--- src/rtl/pipe_stage_skid.sv ---
// Pipeline stage register: opaque payload plus a control field that is zeroed on bubbles,
// valid/ready handshake with optional two-entry skid buffer, flush, and saturating perf counters.
module pipe_stage_skid #(
  parameter int DATA_WIDTH = 32,
  parameter int CTRL_WIDTH = 8,
  parameter int SKID_EN    = 1,
  parameter int CNT_WIDTH  = 16
) (
  input  logic                  clk,
  input  logic                  rst_n,
  input  logic                  flush,
  input  logic                  in_valid,
  output logic                  in_ready,
  input  logic [DATA_WIDTH-1:0] in_data,
  input  logic [CTRL_WIDTH-1:0] in_ctrl,
  output logic                  out_valid,
  input  logic                  out_ready,
  output logic [DATA_WIDTH-1:0] out_data,
  output logic [CTRL_WIDTH-1:0] out_ctrl,
  output logic [CNT_WIDTH-1:0]  stall_cnt,
  output logic [CNT_WIDTH-1:0]  bubble_cnt
);
  localparam logic [1:0] ST_EMPTY = 2'd0;
  localparam logic [1:0] ST_FULL  = 2'd1;
  localparam logic [1:0] ST_SKID  = 2'd2;
  localparam logic [CNT_WIDTH-1:0] CNT_ONE = {{(CNT_WIDTH-1){1'b0}}, 1'b1};

  logic [1:0]            state_q, state_d;
  logic [DATA_WIDTH-1:0] main_data_q, main_data_d;
  logic [CTRL_WIDTH-1:0] main_ctrl_q, main_ctrl_d;
  logic [DATA_WIDTH-1:0] skid_data_q, skid_data_d;
  logic [CTRL_WIDTH-1:0] skid_ctrl_q, skid_ctrl_d;
  logic                  in_ready_q, in_ready_d;
  logic [CNT_WIDTH-1:0]  stall_cnt_q, stall_cnt_d;
  logic [CNT_WIDTH-1:0]  bubble_cnt_q, bubble_cnt_d;
  logic                  take_in;

  assign out_valid  = (state_q != ST_EMPTY);
  assign out_data   = main_data_q;
  assign out_ctrl   = main_ctrl_q;
  assign stall_cnt  = stall_cnt_q;
  assign bubble_cnt = bubble_cnt_q;
  assign take_in    = in_valid && in_ready && !flush;

  // With the skid buffer, in_ready comes straight from a flop so out_ready never reaches it.
  generate
    if (SKID_EN != 0) begin : g_skid
      assign in_ready = in_ready_q;
    end else begin : g_flow
      assign in_ready = !out_valid || out_ready;
    end
  endgenerate

  always_comb begin
    state_d     = state_q;
    main_data_d = main_data_q;
    main_ctrl_d = main_ctrl_q;
    skid_data_d = skid_data_q;
    skid_ctrl_d = skid_ctrl_q;
    if (flush) begin
      state_d     = ST_EMPTY;
      main_ctrl_d = '0;
      skid_ctrl_d = '0;
    end else begin
      case (state_q)
        ST_EMPTY: begin
          if (take_in) begin
            state_d     = ST_FULL;
            main_data_d = in_data;
            main_ctrl_d = in_ctrl;
          end
        end
        ST_FULL: begin
          if (out_ready && take_in) begin
            main_data_d = in_data;
            main_ctrl_d = in_ctrl;
          end else if (out_ready) begin
            state_d     = ST_EMPTY;
            main_ctrl_d = '0;
          end else if (take_in && (SKID_EN != 0)) begin
            state_d     = ST_SKID;
            skid_data_d = in_data;
            skid_ctrl_d = in_ctrl;
          end
        end
        ST_SKID: begin
          if (out_ready) begin
            state_d     = ST_FULL;
            main_data_d = skid_data_q;
            main_ctrl_d = skid_ctrl_q;
          end
        end
        default: begin
          state_d     = ST_EMPTY;
          main_ctrl_d = '0;
        end
      endcase
    end
    in_ready_d = (state_d != ST_SKID);
  end

  always_comb begin
    stall_cnt_d  = stall_cnt_q;
    bubble_cnt_d = bubble_cnt_q;
    if (out_valid && !out_ready && (stall_cnt_q != '1)) begin
      stall_cnt_d = stall_cnt_q + CNT_ONE;
    end
    if (!out_valid && (bubble_cnt_q != '1)) begin
      bubble_cnt_d = bubble_cnt_q + CNT_ONE;
    end
  end

  always_ff @(posedge clk) begin
    if (!rst_n) begin
      state_q      <= ST_EMPTY;
      main_data_q  <= '0;
      main_ctrl_q  <= '0;
      skid_data_q  <= '0;
      skid_ctrl_q  <= '0;
      in_ready_q   <= 1'b1;
      stall_cnt_q  <= '0;
      bubble_cnt_q <= '0;
    end else begin
      state_q      <= state_d;
      main_data_q  <= main_data_d;
      main_ctrl_q  <= main_ctrl_d;
      skid_data_q  <= skid_data_d;
      skid_ctrl_q  <= skid_ctrl_d;
      in_ready_q   <= in_ready_d;
      stall_cnt_q  <= stall_cnt_d;
      bubble_cnt_q <= bubble_cnt_d;
    end
  end
endmodule

--- config.mk ---
export PLATFORM = sky130hd
export DESIGN_NAME = pipe_stage_skid
export DESIGN_NICKNAME = d
export VERILOG_FILES = /design/src/rtl/pipe_stage_skid.sv
export SDC_FILE = /design/constraint.sdc
export NUM_CORES = 1
export LEC_CHECK = 0
export CAP_MARGIN = 20
export CORE_MARGIN = 3
export CORE_UTILIZATION = 45
export DETAILED_ROUTE_END_ITERATION = 16
export GPL_TIMING_DRIVEN = 0
export PLACE_DENSITY = 0.81
export SLEW_MARGIN = 0
export SYNTH_ARGS = -nofsm -noshare
export SYNTH_HDL_FRONTEND = slang
export SYNTH_SLANG_ARGS = --single-unit
--- constraint.sdc ---
create_clock -name clk -period 2.6 [get_ports clk]
set_input_delay 0.65 -clock clk [delete_from_list [all_inputs] [get_ports clk]]
set_output_delay 0.65 -clock clk [all_outputs]
set_load 0.02 [all_outputs]
==> metrics.md <==
| Metric | Value |
|---|---|
| Sink Count | 115 |
| H-tree Lvls | 4 |
| Vias in the first global route | 5140 |
| Rel. slew slack | 40.56% |
| Worst hold path type | flip-flop to flip-flop |
| Pre-antenna DRT Iters | 5 |
| Ys flop type | dfxtp_1 |
| Clock slew at reported path FFs | 0.06 ns |
| CTS buffer count | 17 |
| CP peak stage delay | 0.49 ns |
| Final Util | 65.61% |
| Post-CTS setup buffers | 0 |
| Total track usage | 23.74% |
| Detailed-route wire length | 15170 um |
| Highest clock rate | 401.2 MHz |
| Worst skew pair latency | 0.42 ns |
| Commonest non-fill, non-tap cells in the layout | nand2_1 (179), clkdlybuf4s50_1 (118), dfxtp_1 (115) |
| Pwr Density | 697.2 nW/um^2 |
| Hold violation total from the final report | 0 |
| Crit start category | input port |
| Detail Route Antenna Nets | 0 |
| Clock power frac | 53.3% |
| Req. time, crit path | 2.95 ns |
| Final Instance Area | 7300 sq um |
| DP HPWL | 10810 um |
| Power Total | 5.089 mW |
| Syn_area_per_cell | 8.189 sq um |
| Fin. max-slew vios | 0 |
| First-pass GRT wire length | 24950 um |
| CTS hold repair buffers | 0 |
| Tmin final | 2.493 ns |
| LEAKAGE | 2.561 nW |
| Status | complete, no violations |
| CP most frequent cell | clkbuf_1 |
| CP max-delay cell | clkdlybuf4s50_1 |
| Final Setup Violations | 0 |
| Post-CTS Resized | 0 |
| Share of cells above drive strength 1 | 9.584% |
| Switching power share of the total | 21.76% |
| Clock Tree Buf Depth | 2 |
| Crit path DAT | 2.85 ns |
| Via count | 5240 |
| Area Growth Syn to Fin | 38.84% |
| Root Buffer | clkbuf_16 |
| RSZ-0062 raised after global routing | false |
| WL/cell | 16.26 um |
| DRC | 0 |
| Port Buffer Count | 118 |
| Comb pwr share | 10.1% |
| Initial Utilization | 47.26% |
| Peak VDD IR | 413.9 uV |
| Number of flops mapped to enable cells by yosys | 0 |
| Nets | 827 |
| # diodes | 0 |
| Post-Syn Area | 5258 sq um |
| Synth Register Bits | 115 |
| Initial antenna violation count | 0 |
| Row count | 38 |
| Via density | 5.616 |
| Critical path type | input port to flip-flop |
| Die height | 114.1 um |
| Worst-path cell chain | clkdlybuf4s50_1, clkbuf_1, nand2_1, a21oi_1, clkbuf_1, o221a_2 |
| Non-Filler Instances | 933 |
| I/O pin total | 119 |
| DIE WIDTH | 114.1 um |
| Largest net degree at the start of global routing | 17 |
| Crit-path max FO | 10 |
| Int Pwr | 3.982 mW |
| Final Cycle Share | 95.87% |
| Setup Skew | 0.01247 ns |
| DP Area | 6614 sq um |
| Commonest non-fill, non-tap cell in the layout | nand2_1 |
| Psw | 1.108 mW |
| Sequential power share | 36.6% |
| Critical Path Sink Type | flip-flop |
| Post-synthesis sequential area ratio | 43.79% |
| DR iter-0 viols | 428 |
| Mapped Cells | 642 |
| Max Cap Viol | 0 |
| Die area | 13020 sq um |
| Syn nets | 689 |
| Setup TNS after final layout | 0 ns |
| Dpl cells | 900 |
| TritonCTS clock tree | built |
| Asr flop ratio synth | 0% |
| GR Overflow Total | 0 |
| Number of synthesis warnings | 0 |
| Core Box Area | 11130 sq um |
| Gpl congestion | 0.8764 |
| Distinct cells, synth | 44 |
| Slew @ Worst Pin | 0.8897 ns |
[synth_stat cells (3+ instances only)]
master | n | share of area, %
nand2_1 | 179 | 13
dfxtp_1 | 115 | 44
a21oi_1 | 73 | 6.9
clkbuf_1 | 47 | 3.4
nand3b_1 | 33 | 4.7
o221a_2 | 32 | 6.9
nand2b_1 | 21 | 2.5
mux2i_1 | 13 | 2.5
or4_1 | 13 | 1.9
and2_1 | 10 | 1.2
nor4_1 | 10 | 1.2
o31ai_1 | 10 | 1.4
nand3_1 | 9 | 0.86
inv_1 | 8 | 0.57
nor2_1 | 8 | 0.57
o22ai_1 | 8 | 0.95
nand4_1 | 6 | 0.71
nor3_1 | 4 | 0.38
o21ai_0 | 4 | 0.38
buf_2 | 3 | 0.29
nor3b_1 | 3 | 0.43
or4b_2 | 3 | 0.57
[power by group through the flow]
stage | Combinational (mW) | Clock, mW | Sequential (mW)
detailed placement | 0.511 | 0 | 1.90
finish | 0.516 | 2.71 | 1.86
CTS | 0.516 | 2.73 | 1.86
floorplan | 0.205 | 0 | 1.95
global placement | 0.497 | 0 | 1.89
global route | 0.552 | 2.83 | 1.87
[layout make-up]
class | instances | area, sq um
sequential | 115 | 2302
clock buffer | 21 | 450.4
multi-input combinational | 468 | 2730
tap | 140 | 175.2
fill | 905 | 3826
clock inverter | 11 | 230.2
inverter | 8 | 30.03
timing repair buffer | 119 | 1186
buffer | 51 | 195.2
[stage by stage]
stage / worst slack [ns] / hold WS [ns]
floorplan: 0.5626 / 0.4317
global route: 0.003517 / 0.4716
CTS: 0.1640 / 0.4500
detailed placement: -0.2632 / 0.4451
finish: 0.1073 / 0.4488
global placement: -0.1659 / 0.4380
[final timing paths]
kind / startpoint / endpoint / slack (ns) / depth (start not counted)
hold reg to reg: skid_ctrl_q[2]$_SDFFE_PP0P_ / skid_ctrl_q[2]$_SDFFE_PP0P_ / 0.45 / 2
setup / recovery: out_ready / out_data[24]$_SDFFE_PN0P_ / 0.11 / 6
hold / removal: skid_ctrl_q[2]$_SDFFE_PP0P_ / skid_ctrl_q[2]$_SDFFE_PP0P_ / 0.45 / 2
setup reg to reg: bubble_cnt[0]$_SDFFE_PN0P_ / bubble_cnt[14]$_SDFFE_PN0P_ / 0.39 / 6
[registers in the layout (all words and copies together), names as in the netlist]
name	flops
bubble_cnt	16
in_ready	1
out_ctrl	8
out_data	32
skid_ctrl_q	8
skid_data_q	32
stall_cnt	16
state_q	2
[critical path, delay by kind of cell]
| kind | cells | cell delay, ns |
|---|---|---|
| buf+inv | 3 | 1.31 |
| compound gates | 2 | 0.74 |
| simple gates | 1 | 0.13 |
[cell families after synthesis]
group	Yosys count	synth area share [%]
buffers and inverters	59	4.284
adders and majority gates	2	0.4759
AOI/OAI and AO/OA	137	18.25
xor gates and xnor gates	1	0.1666
DFF	115	43.79
muxes	13	2.475
and+or+nand+nor	315	30.56
[routing by layer]
metal	GRT usage, %	share of wire, %
met5	0	0
met2	40.71	51
met4	7.918	1.4
met3	6.395	6.9
met1	28.83	41
(Power assumes the default switching activity.)
